## config.mk

```make
export PLATFORM = sky130hd
export DESIGN_NAME = segre_mem_arbiter
export DESIGN_NICKNAME = d
export VERILOG_FILES = /design/src/rtl/segre_pkg.sv /design/src/rtl/segre_load_align.sv /design/src/rtl/segre_mem_arbiter.sv
export SDC_FILE = /design/constraint.sdc
export NUM_CORES = 1
export LEC_CHECK = 0
export BUFFER_PORTS_ARGS = -buffer_cell sky130_fd_sc_hd__clkbuf_2
export CORE_MARGIN = 2
export CORE_UTILIZATION = 50
export CTS_CLUSTER_DIAMETER = 30
export DETAILED_ROUTE_END_ITERATION = 8
export PLACE_DENSITY = 0.95
export SETUP_SLACK_MARGIN = 0.15
export SYNTH_ARGS = -nofsm -noshare
export SYNTH_HDL_FRONTEND = slang
export SYNTH_HIERARCHICAL = 1
export SYNTH_SLANG_ARGS = --single-unit
```

## constraint.sdc

```tcl
create_clock -name clk_i -period 2.8 [get_ports clk_i]
set_input_delay 0.56 -clock clk_i [delete_from_list [all_inputs] [get_ports clk_i]]
set_output_delay 0.56 -clock clk_i [all_outputs]
set_load 0.02 [all_outputs]
```

## src/rtl/segre_pkg.sv

```systemverilog
// Shared types for the segre core: word size, memop data types and the
// memory arbiter's state/owner enums plus store-lane helpers.
package segre_pkg;

  localparam int unsigned WORD_SIZE = 32;

  typedef enum logic [1:0] {
    BYTE = 2'b00,
    HALF = 2'b01,
    WORD = 2'b10
  } memop_data_type_e;

  typedef enum logic [1:0] {
    ARB_IDLE     = 2'b00,
    ARB_BUSY     = 2'b01,
    ARB_MISALIGN = 2'b10
  } mem_arb_state_e;

  typedef enum logic {
    OWNER_IF = 1'b0,
    OWNER_DM = 1'b1
  } arb_owner_e;

  function automatic logic is_misaligned(input memop_data_type_e t, input logic [1:0] a);
    case (t)
      HALF:    return a[0];
      WORD:    return a != 2'b00;
      default: return 1'b0;
    endcase
  endfunction

  function automatic logic [3:0] store_be(input memop_data_type_e t, input logic [1:0] a);
    case (t)
      BYTE:    return 4'b0001 << a;
      HALF:    return 4'b0011 << {a[1], 1'b0};
      default: return 4'b1111;
    endcase
  endfunction

  // Replicate the right-aligned store value into every lane; byte enables pick the live one.
  function automatic logic [WORD_SIZE-1:0] store_data(input memop_data_type_e t,
                                                      input logic [WORD_SIZE-1:0] w);
    case (t)
      BYTE:    return {4{w[7:0]}};
      HALF:    return {2{w[15:0]}};
      default: return w;
    endcase
  endfunction

endpackage

```

## src/rtl/segre_load_align.sv

```systemverilog
// Load-lane extraction: picks the byte/half addressed by off from the raw
// memory word and sign- or zero-extends it; WORD passes through.
module segre_load_align
  import segre_pkg::*;
(
  input  logic [WORD_SIZE-1:0] raw_i,
  input  logic [1:0]           off_i,
  input  memop_data_type_e     type_i,
  input  logic                 sign_ext_i,
  output logic [WORD_SIZE-1:0] data_o
);

  logic [7:0]  b;
  logic [15:0] h;

  always_comb begin
    b      = raw_i[{off_i, 3'b000} +: 8];
    h      = off_i[1] ? raw_i[31:16] : raw_i[15:0];
    data_o = raw_i;
    case (type_i)
      BYTE:    data_o = {{24{sign_ext_i & b[7]}}, b};
      HALF:    data_o = {{16{sign_ext_i & h[15]}}, h};
      default: data_o = raw_i;
    endcase
  end

endmodule

```

## src/rtl/segre_mem_arbiter.sv

```systemverilog
// Single-port memory arbiter between fetch and the data-memory stage: one
// outstanding access, DM priority with IF anti-starvation, lane placement.
module segre_mem_arbiter
  import segre_pkg::*;
#(
  parameter int unsigned STARVE_LIMIT = 4
) (
  input  logic                 clk_i,
  input  logic                 rsn_i,
  input  logic                 if_req_i,
  input  logic [WORD_SIZE-1:0] if_addr_i,
  output logic                 if_gnt_o,
  output logic                 if_rvalid_o,
  output logic [WORD_SIZE-1:0] if_rdata_o,
  input  logic                 dm_req_i,
  input  logic                 dm_we_i,
  input  memop_data_type_e     dm_type_i,
  input  logic                 dm_sign_ext_i,
  input  logic [WORD_SIZE-1:0] dm_addr_i,
  input  logic [WORD_SIZE-1:0] dm_wdata_i,
  output logic                 dm_gnt_o,
  output logic                 dm_rvalid_o,
  output logic [WORD_SIZE-1:0] dm_rdata_o,
  output logic                 dm_misalign_o,
  output logic                 mem_req_o,
  output logic                 mem_we_o,
  output logic [3:0]           mem_be_o,
  output logic [WORD_SIZE-1:0] mem_addr_o,
  output logic [WORD_SIZE-1:0] mem_wdata_o,
  input  logic                 mem_rvalid_i,
  input  logic [WORD_SIZE-1:0] mem_rdata_i
);

  localparam logic [3:0] LIMIT = 4'(STARVE_LIMIT);

  mem_arb_state_e   state_q, state_d;
  arb_owner_e       owner_q;
  memop_data_type_e type_q;
  logic [1:0]       off_q;
  logic             sext_q, we_q;
  logic [3:0]       starve_q;
  logic             if_win, idle, dm_mis, done;
  logic [WORD_SIZE-1:0] load_data;

  // DM has priority unless IF has lost STARVE_LIMIT times in a row.
  assign idle     = state_q == ARB_IDLE;
  assign if_win   = if_req_i && (!dm_req_i || starve_q == LIMIT);
  assign if_gnt_o = idle && if_win;
  assign dm_gnt_o = idle && dm_req_i && !if_win;
  assign dm_mis   = is_misaligned(dm_type_i, dm_addr_i[1:0]);
  assign done     = state_q == ARB_BUSY && mem_rvalid_i;

  always_comb begin
    state_d = state_q;
    case (state_q)
      ARB_IDLE: begin
        if (if_gnt_o)      state_d = ARB_BUSY;
        else if (dm_gnt_o) state_d = dm_mis ? ARB_MISALIGN : ARB_BUSY;
      end
      ARB_BUSY:     if (mem_rvalid_i) state_d = ARB_IDLE;
      ARB_MISALIGN: state_d = ARB_IDLE;
      default:      state_d = ARB_IDLE;
    endcase
  end

  always_ff @(posedge clk_i or negedge rsn_i) begin
    if (!rsn_i) begin
      state_q     <= ARB_IDLE;
      owner_q     <= OWNER_IF;
      type_q      <= BYTE;
      off_q       <= '0;
      sext_q      <= 1'b0;
      we_q        <= 1'b0;
      starve_q    <= '0;
      mem_req_o   <= 1'b0;
      mem_we_o    <= 1'b0;
      mem_be_o    <= '0;
      mem_addr_o  <= '0;
      mem_wdata_o <= '0;
    end else begin
      state_q <= state_d;
      if (if_gnt_o)
        starve_q <= '0;
      else if (dm_gnt_o && if_req_i && starve_q != 4'hF)
        starve_q <= starve_q + 4'd1;

      if (if_gnt_o) begin
        owner_q     <= OWNER_IF;
        type_q      <= WORD;
        off_q       <= if_addr_i[1:0];
        sext_q      <= 1'b0;
        we_q        <= 1'b0;
        mem_req_o   <= 1'b1;
        mem_we_o    <= 1'b0;
        mem_be_o    <= 4'b1111;
        mem_addr_o  <= {if_addr_i[WORD_SIZE-1:2], 2'b00};
        mem_wdata_o <= '0;
      end else if (dm_gnt_o) begin
        owner_q <= OWNER_DM;
        type_q  <= dm_type_i;
        off_q   <= dm_addr_i[1:0];
        sext_q  <= dm_sign_ext_i;
        we_q    <= dm_we_i;
        if (!dm_mis) begin
          mem_req_o   <= 1'b1;
          mem_we_o    <= dm_we_i;
          mem_be_o    <= store_be(dm_type_i, dm_addr_i[1:0]);
          mem_addr_o  <= {dm_addr_i[WORD_SIZE-1:2], 2'b00};
          mem_wdata_o <= dm_we_i ? store_data(dm_type_i, dm_wdata_i) : '0;
        end
      end else if (done) begin
        mem_req_o   <= 1'b0;
        mem_we_o    <= 1'b0;
        mem_be_o    <= '0;
        mem_addr_o  <= '0;
        mem_wdata_o <= '0;
      end
    end
  end

  segre_load_align u_load_align (
    .raw_i      (mem_rdata_i),
    .off_i      (off_q),
    .type_i     (type_q),
    .sign_ext_i (sext_q),
    .data_o     (load_data)
  );

  always_comb begin
    if_rvalid_o   = done && owner_q == OWNER_IF;
    if_rdata_o    = if_rvalid_o ? mem_rdata_i : '0;
    dm_misalign_o = state_q == ARB_MISALIGN;
    dm_rvalid_o   = (done && owner_q == OWNER_DM) || dm_misalign_o;
    dm_rdata_o    = (done && owner_q == OWNER_DM && !we_q) ? load_data : '0;
  end

endmodule
```

==> run summary, run 1 <==
prevailing post-synth register cell: dfrtp_1
fmax: 389 MHz
via count: 5471
most frequent cells in the layout: clkbuf_2, nand2_1, dfrtp_1
die height: 108 microns
worst path required time: 2.24 ns
Final Hold Slack: 0.370 ns
min cycle time layout: 2.57 ns
maximum clock path buffer count: 2
clock slew at reported path FFs: 0.08 ns
Switching Fraction: 41.1%
Ports: 276
internal reg-to-reg setup slack: 0.53 ns
P_sw: 2000 uW
final cell count without fillers: 984
Mapped Area: 0.00538 sq mm
CP delay by family, top: flip-flops
Via density: 5.56
CP startpoint kind: flip-flop
Setup TNS Final: 0 ns
Die Footprint: 0.0116 sq mm
most common cell after layout, fill and taps aside: clkbuf_2
Setup Skew: 0.00616 ns
clk_lat worst skew: 0.36 ns
status: finished clean
final non-filler cell area: 0.00709 sq mm
largest net degree at the start of global routing: 82
Yosys cell types: 56
area of the core: 0.0104 sq mm
Initial DRT Pass Iterations: 5
CP Capture Type: output pin
Setup Viol. Count Final: 0
Syn. warnings: 6
Critical-path top delay cell: dfrtp_2
dpl cell area: 0.00683 sq mm
gr ovfl total: 0
Critical path buffers and inverters: 2
num rows: 37
Arr. time, crit path: 2.01 ns
PD cells: 687 mW/mm^2
worst-path maximum fanout: 12
final hold vios: 0
drt total wl: 17100 microns
H-tree Lvls: 3
Hold WC Path Type: input port to async pin
CTS Buf Count: 9
Slew @ Worst Pin: 1.11 ns
P_int: 2870 uW
Post-DP HPWL: 13200 microns
CTS tree: done
GRT Overall Usage: 28.9%
Mapped Cells: 582
sequential share of the synthesized area: 37.6%
RSZ-0062 raised after global routing: false
Nets: 985
cell leakage power: 0.00399 uW
Comb pwr share: 49.1%
Root Buffer: clkbuf_8
ys async rst share: 100%
antenna cell count: 0
Post-route DRC: 0
area grow syn2layout: 31.7%
share of cells above drive strength 1: 45.9%
input/output buffers: 273
wire length of the first global-routing pass: 25900 microns
Syn Area/Cell: 9.25 sq um
CP cell instances: buf_4 -> and2b_1 -> a21oi_1 -> a2bb2oi_1 -> o22a_1 -> and2_1 -> clkbuf_2
Sequential Power Share: 33.2%
Post-synth EDFFs: 0
drt initial violations: 473
Die Span X: 108 microns
Worst VDD drop: 0.000472 V
vias in the first global route: 5189
Starting Density: 51.9%
Setup CP Type: flip-flop to output pin
Crit Reg-Reg Endpoint: mem_wdata_o[31]
initial antenna violation count: 0
R2R depth: 7
Final period util: 91.8%
dpl cells: 961
clk sinks: 81
reg2reg start: starve_q[0]
Final Wtd Congestion: 0.877
Slew HR: 25.6%
Final Max Tran Viols: 0
Clock power frac: 17.7%
Seq cells post-synth: 81
Post-CTS Hold Fix Bufs: 0
Final ANT Viol Nets: 0
CP max stage delay: 0.49 ns
Max Cap Violations: 0
WL per Instance: 17.4 microns
-- cells by family (layout without fill, tap and decap cells) --
group,Yosys count,count (layout),synth area share [%]
simple gates,235,235,21.5
compound gates,118,118,17.3
flops,81,81,37.6
mux,73,73,16.2
buf+inv,68,333,6.04
fa+ha+maj,5,5,1.16
other cells,1,2,0.0697
xor+xnor,1,1,0.163
-- flip-flops by register name, indices dropped and copies added (netlist names) --
name	count
we_q	1
mem_addr_o	30
starve_q	4
mem_we_o	1
off_q	2
owner_q	1
mem_wdata_o	32
mem_req_o	1
type_q	2
sext_q	1
state_q	2
mem_be_o	4
-- worst max-delay path by stage --
stage / slack (ns) / cells past startpoint / from / to
after floorplan: 0.66 / 4 / mem_rvalid_i / if_rdata_o[22]
after global placement: 0.34 / 7 / dm_type_i[0] / mem_wdata_o[11]
after detailed placement: 0.23 / 7 / dm_type_i[0] / mem_wdata_o[12]
after CTS: 0.18 / 7 / off_q[1] / dm_rdata_o[1]
after global routing: 0.15 / 6 / off_q[1] / dm_rdata_o[9]
final: 0.23 / 7 / off_q[1] / dm_rdata_o[1]
-- power by group through the flow --
stage | Combinational (uW) | Clock [uW] | Sequential, uW
after global routing | 2580 | 909 | 1650
after floorplan | 1450 | 0 | 1770
final | 2390 | 861 | 1620
after detailed placement | 2310 | 0 | 1630
after CTS | 2320 | 862 | 1620
after global placement | 2250 | 0 | 1620
-- synthesized netlist by cell type (2+ instances only) --
library cell  instances  area, sq um
nand2_1              88          330
dfrtp_1              81         2030
and2_1               64          400
nor2_1               49          184
mux2_2               39          439
a22o_1               38          333
inv_1                24         90.1
a21oi_1              22          110
mux2_4               18          270
buf_2                17         85.1
clkbuf_1             17         63.8
mux2i_1              16          160
o21ai_0              14         70.1
nand2b_1              9         56.3
a221o_2               8         90.1
o2111ai_1             8         70.1
buf_4                 7         52.6
ha_1                  5         62.6
a22oi_1               4         30.0
nor2b_1               4         25.0
a21o_1                3         22.5
a2bb2oi_1             3         26.3
buf_6                 3         33.8
o22a_1                3         26.3
and2b_1               2         15.0
and3_1                2         12.5
nand3_1               2         10.0
nand4_1               2         12.5
nor2b_2               2         17.5
o211a_1               2         20.0
-- worst reg2reg max path, delay by kind of cell (launching register included) --
family                   cells  cell delay (ns)
AND/OR/NAND/NOR              1             0.31
adder cells (fa/ha/maj)      1             0.22
buffers and inverters        2             0.36
AO/OA/AOI/OAI                2             0.44
multiplexers                 1             0.42
flip-flops                   1             0.42
-- stage by stage --
stage / utilization, % / power, uW / setup slack [ns]
finish: 68.4 / 4870 / 0.229
global route: 68.4 / 5140 / 0.150
CTS: 67.9 / 4800 / 0.183
detailed placement: 65.9 / 3940 / 0.233
global placement: 65.9 / 3870 / 0.338
floorplan: - / 3220 / 0.658
-- cell type report --
cell class,count,area [sq um]
fillers,765,3280
multi-input cells,434,3060
well taps,136,170
repair buffers,293,1540
inverters,24,90.1
flip-flops and latches,81,2030
clock inverters,6,57.6
clock buffers,10,138
-- routing by layer --
layer	track usage, %	part of all wire (%)	vias up
met5	0	0	-
met4	19.1	6.1	0
met3	4.72	7.8	86
met2	52.6	52	331
met1	30.5	34	2523
li1	-	-	2531
-- timing repair --
action                                  4_1_cts  5_1_grt
resized for setup                             3        2
buffers inserted                              0        7
endpoints found under the setup margin       18        7
Power figures use the tool's default switching activity.
==> run 2, diff against run 1 <==
CORE_UTILIZATION = 49   (was 50)
SYNTH_HIERARCHICAL = default   (was 1)
==> run summary, run 2 <==
prevailing post-synth register cell: dfrtp_1
PD cells: 719 mW/mm^2 (+4.6%)
Via density: 5.70 (+2.6%)
CP Capture Type: output pin
clock slew at reported path FFs: 0.09 ns (about the same)
GRT met2 Usage: 56.8% (+4.2 points)
fmax: 382 MHz (-1.9%)
num rows: 37 (unchanged)
largest net degree at the start of global routing: 57 (-30%)
CP delay by family, top: compound AO/OA/AOI/OAI gates
H-tree Lvls: 3 (unchanged)
maximum clock path buffer count: 2 (unchanged)
Die Span X: 106 microns (-1.3%)
most frequent cells in the layout: clkbuf_2, dfrtp_1, inv_1
cell leakage power: 0.00375 uW (-6.0%)
GRT Overall Usage: 31.0% (+2.0 points)
final hold vios: 0 (unchanged)
Starting Density: 50.2% (-1.7 points)
Biggest register: mem_wdata_o
Seq cells post-synth: 81 (unchanged)
CP startpoint kind: flip-flop
Worst VDD drop: 0.000413 V (-13%)
Arr. time, crit path: 2.06 ns (+0.05 ns)
CTS Buf Count: 9 (unchanged)
Final Hold Slack: 0.178 ns (-0.192 ns)
grt met1 use: 34.3% (+3.8 points)
Nets: 956 (-2.9%)
Ports: 276 (unchanged)
most common cell after layout, fill and taps aside: clkbuf_2
share of cells above drive strength 1: 47.5% (+1.6 points)
synth cell count leaders: dfrtp_1, inv_1, nand2_1, mux2_2, a22o_1
Final period util: 93.6% (+1.8 points)
input/output buffers: 273 (unchanged)
top-area cell type share of the netlist area: 39.5% (+1.8 points)
CTS tree: done
die height: 106 microns (-1.3%)
CP max stage delay: 0.43 ns (-0.06 ns)
Final Wtd Congestion: 1.01 (+15%)
area leader, netlist: dfrtp_1
via count: 5448 (-0.42%)
Final Max Tran Viols: 0 (unchanged)
Post-synth EDFFs: 0 (unchanged)
Root Buffer: clkbuf_8
wire length of the first global-routing pass: 27100 microns (+4.7%)
met3 usage: 6.01% (+1.3 points)
Setup CP Type: flip-flop to output pin
vias in the first global route: 5180 (-0.17%)
RSZ-0062 raised after global routing: true
ys async rst share: 100% (unchanged)
Post-DP HPWL: 13500 microns (+1.8%)
Mapped Area: 0.00513 sq mm (-4.6%)
Post-route DRC: 0 (unchanged)
Hold WC Path Type: input port to async pin
Syn Area/Cell: 9.42 sq um (+1.9%)
Setup Skew: 0.0157 ns (+0.00958 ns)
sequential share of the synthesized area: 39.5% (+1.8 points)
WL per Instance: 18.6 microns (+6.9%)
Max Cap Violations: 0 (unchanged)
busiest grt layer: met2
Post-CTS Hold Fix Bufs: 0 (unchanged)
drt total wl: 17800 microns (+3.8%)
clk sinks: 81 (unchanged)
Regs by FF count: mem_wdata_o (32), mem_addr_o (30)
clk_lat worst skew: 0.37 ns (about the same)
initial antenna violation count: 0 (unchanged)
Yosys cell types: 60 (+7.1%)
drt initial violations: 610 (+29%)
Die Footprint: 0.0113 sq mm (-2.6%)
Syn. warnings: 0 (-6)
Slew @ Worst Pin: 0.797 ns (-0.315 ns)
gr ovfl total: 0 (unchanged)
worst path required time: 2.24 ns (about the same)
Mapped Cells: 545 (-6.4%)
min cycle time layout: 2.62 ns (+0.0501 ns)
Initial DRT Pass Iterations: 8 (+3)
# fillers: 800 (+4.6%)
Critical-path top delay cell: dfrtp_1
area grow syn2layout: 35.5%
worst-path maximum fanout: 16 (+4)
Largest register FFs: 32 (unchanged)
Worst path most repeated cell: a21oi_1
Synth area leaders: dfrtp_1, mux2_2, mux2i_1, a22o_1, inv_1
CP cell instances: buf_4 -> mux2_2 -> a21oi_1 -> a211o_4 -> a21oi_1 -> clkbuf_2
area of the core: 0.0102 sq mm (-1.3%)
antenna cell count: 0 (unchanged)
Critical path buffers and inverters: 2 (unchanged)
most common cell in the netlist: dfrtp_1
status: finished clean
Setup Viol. Count Final: 0 (unchanged)
Slew HR: 45.5% (+20 points)
Final ANT Viol Nets: 0 (unchanged)
Setup TNS Final: 0 ns (unchanged)
-- run 2: cell count changes in the layout (fill, tap and decap cells not counted), sizes merged, moves of 13 or more --
cell,before,now
and2,64,10
inv,24,70
nand2,89,48
nor2,50,20
nor4,0,24
o21ai,15,32
buf,21,37
mux2,57,41
a21oi,22,37
mux2i,16,29
-- run 2: cells by family after synthesis --
logic type                 synth area share [%]
DFF                                        39.5
adders and majority gates                  1.22
xor gates and xnor gates                  0.171
AOI/OAI and AO/OA                          21.4
other                                    0.0730
and+or+nand+nor                            12.1
muxes                                      15.1
buffers and inverters                      10.5
-- run 2: repair_timing --
item / 4_1_cts / 5_1_grt
buffers inserted: 2 / 4
pin swaps: 0 / 3
setup endpoints to repair: 23 / 34
gates resized for setup: 9 / 19
-- run 2: final cells by class --
cell class                 count  area [sq um]  area share [%]
clock buffer                  10           128            1.83
clock inverter                 6          97.6            1.40
inverter                      68           258            3.71
multi-input combinational    350          2650            38.0
sequential                    81          2030            29.2
tap                          136           170            2.45
timing repair buffer         304          1630            23.4
-- run 2: stage by stage --
step | util (%) | setup WS, ns | cells | cell area, sq um | total power (uW)
3_5_place_dp | 64.6 | 0.105 | 933 | 6610 | 3840
4_1_cts | 67.3 | 0.148 | 951 | 6880 | 4880
3_3_place_gp | 64.6 | 0.231 | 933 | 6610 | 3780
5_1_grt | 68.0 | 0.117 | 955 | 6960 | 5250
6_report | 68.0 | 0.179 | 955 | 6960 | 5000
2_1_floorplan | - | 0.375 | 546 | 5140 | 3090
-- run 2: final timing paths --
path | end | cells past startpoint | startpoint | slack, ns
setup / recovery | dm_rdata_o[31] | 6 | off_q[1] | 0.18
hold / removal | mem_addr_o[14] | 1 | rsn_i | 0.18
setup reg to reg | mem_wdata_o[10] | 5 | state_q[1] | 0.29
hold reg to reg | mem_addr_o[2] | 1 | mem_addr_o[2] | 0.49
max in group asynchronous | mem_be_o[0] | 2 | rsn_i | 1.91
min in group clk_i | off_q[1] | 3 | if_addr_i[1] | 0.41
-- run 2: routing by layer --
metal | vias up | wire length (microns) | share of wire [%]
met2 | 349 | 9350 | 53
met4 | 0 | 656 | 3.7
met3 | 63 | 1610 | 9.0
met5 | - | 0 | 0
li1 | 2477 | - | -
met1 | 2559 | 6160 | 35
-- run 2: worst reg2reg max path: cells and delay by family (launching register included) --
kind / cells / cell delay, ns
DFF: 1 / 0.41
buffers and inverters: 1 / 0.23
and+or+nand+nor: 1 / 0.56
AOI/OAI and AO/OA: 2 / 1.01
muxes: 1 / 0.21
-- run 2: power by group --
part           switching (uW)  internal, uW  total [uW]
logic                    1480           930        2410
clock network             489           518        1010
registers                 177          1410        1590
total                    2140          2860        5000
==> run 3, diff against run 2 <==
PLACE_DENSITY = 0.86   (was 0.95)
==> run summary, run 3 (synthesized netlist as in run 2, its figures left out) <==
CP startpoint kind: flip-flop
WL per Instance: 17.7 microns (-4.8%)
num rows: 37 (unchanged)
Biggest register: mem_wdata_o
Nets: 952 (-0.42%)
GRT Overall Usage: 29.1% (-1.9 points)
vias in the first global route: 5099 (-1.6%)
Final Wtd Congestion: 1.00 (-0.57%)
final hold vios: 0 (unchanged)
initial antenna violation count: 0 (unchanged)
clock slew at reported path FFs: 0.09 ns (about the same)
Die Span X: 106 microns (unchanged)
drt initial violations: 402 (-34%)
Regs by FF count: mem_wdata_o (32), mem_addr_o (30)
Slew HR: 55.4% (+10 points)
CP delay by family, top: multiplexers
Setup CP Type: flip-flop to output pin
Final ANT Viol Nets: 0 (unchanged)
fmax: 380 MHz (-0.35%)
Arr. time, crit path: 2.07 ns (about the same)
wire length of the first global-routing pass: 25800 microns (-4.8%)
maximum clock path buffer count: 2 (unchanged)
PD cells: 708 mW/mm^2 (-1.6%)
Final period util: 93.9% (+0.33 points)
Crit Reg-Reg Endpoint: mem_wdata_o[9]
input/output buffers: 273 (unchanged)
CP cell instances: mux4_2 -> nand3b_1 -> nor2b_4 -> buf_6 -> a221oi_2 -> buf_4
R2R depth: 5 (unchanged)
status: finished clean
worst-path maximum fanout: 5 (-11)
Worst VDD drop: 0.000449 V (+8.7%)
internal reg-to-reg setup slack: 0.41 ns (+0.12 ns)
most common cell after layout, fill and taps aside: clkbuf_2
largest net degree at the start of global routing: 68 (+19%)
Hold WC Path Type: input port to async pin
Final Max Tran Viols: 0 (unchanged)
Critical-path top delay cell: mux4_2
Starting Density: 50.2% (unchanged)
min cycle time layout: 2.63 ns (+0.00914 ns)
share of cells above drive strength 1: 47.6% (+0.11 points)
CP Capture Type: output pin
most frequent cells in the layout: clkbuf_2, dfrtp_1, inv_1
Ports: 276 (unchanged)
drt total wl: 16900 microns (-5.2%)
CTS tree: done
CP max stage delay: 0.55 ns (+0.12 ns)
area of the core: 0.0102 sq mm (unchanged)
Setup Skew: 0.00821 ns (-0.00753 ns)
clk sinks: 81 (unchanged)
Post-DP HPWL: 13000 microns (-3.6%)
clk_lat worst skew: 0.35 ns (-0.02 ns)
worst path required time: 2.24 ns (about the same)
Largest register FFs: 32 (unchanged)
cell leakage power: 0.00374 uW (-0.30%)
reg2reg start: state_q[0]
Final Hold Slack: 0.169 ns (-0.00912 ns)
Via density: 5.58 (-2.1%)
Max Cap Violations: 0 (unchanged)
H-tree Lvls: 3 (unchanged)
RSZ-0062 raised after global routing: true
Root Buffer: clkbuf_8
CTS Buf Count: 9 (unchanged)
Layout Utilization: 68.4% (+0.37 points)
antenna cell count: 0 (unchanged)
Setup TNS Final: 0 ns (unchanged)
die height: 106 microns (unchanged)
Die Footprint: 0.0113 sq mm (unchanged)
area grow syn2layout: 36.2%
Critical path buffers and inverters: 2 (unchanged)
Slew @ Worst Pin: 0.667 ns (-0.130 ns)
via count: 5310 (-2.5%)
Initial DRT Pass Iterations: 5 (-3)
Setup Viol. Count Final: 0 (unchanged)
gr ovfl total: 0 (unchanged)
Post-route DRC: 0 (unchanged)
==> run 3: worst reg2reg max path, cell delays in order (launching register included) <==
cell and delay (ns):
dfrtp_2 0.42, buf_4 0.17, or3b_1 0.59, a2111oi_1 0.68
o21ai_0 0.28, mux2i_1 0.19
==> run 3: worst max-delay path by stage <==
stage	slack, ns	end	start	cells after the start
floorplan	0.37	dm_rdata_o[21]	state_q[1]	7
global placement	0.14	dm_rdata_o[9]	mem_rdata_i[7]	7
detailed placement	0.14	dm_rdata_o[9]	mem_rdata_i[31]	7
CTS	0.1	if_gnt_o	starve_q[0]	5
global route	0.08	dm_rdata_o[14]	off_q[1]	6
finish	0.17	dm_rdata_o[14]	off_q[1]	6
==> run 3: stage by stage <==
stage	setup WS, ns	total power, uW	instance area [sq um]	instances
3_5_place_dp	0.143	3830	6590	929
5_1_grt	0.0790	5200	6990	951
6_report	0.170	4950	6990	951
2_1_floorplan	0.375	3090	5140	546
4_1_cts	0.0964	4890	6920	949
3_3_place_gp	0.136	3780	6590	929
==> run 3: repair_timing <==
action                                  4_1_cts  5_1_grt
resized for setup                            19       29
hold buffers                                  0        0
endpoints found under the setup margin       27       24
endpoints found under the hold margin         0        0
setup buffers                                 4        2
pin swaps                                     1        1
==> run 3: layout make-up <==
| class | count | area [sq um] |
|---|---|---|
| flip-flops and latches | 81 | 2030 |
| clock buffers | 10 | 128 |
| repair buffers | 300 | 1640 |
| fillers | 868 | 3240 |
| clock inverters | 6 | 97.6 |
| well taps | 136 | 170 |
| inverters | 68 | 255 |
| multi-input cells | 350 | 2670 |
==> run 3: where the power goes <==
| group | internal (uW) | leakage [uW] | switching (uW) | total [uW] |
|---|---|---|---|---|
| Sequential | 1410 | 0.00108 | 177 | 1590 |
| Clock | 517 | 0.000113 | 457 | 974 |
| Combinational | 920 | 0.00255 | 1470 | 2390 |
==> run 3: per-layer routing <==
| layer | wire length, microns | vias up | track usage [%] |
|---|---|---|---|
| li1 | - | 2485 | - |
| met1 | 6290 | 2486 | 32.9 |
| met2 | 8670 | 289 | 52.2 |
| met3 | 1260 | 50 | 5.27 |
| met4 | 646 | 0 | 14.5 |
| met5 | 0 | - | 0 |
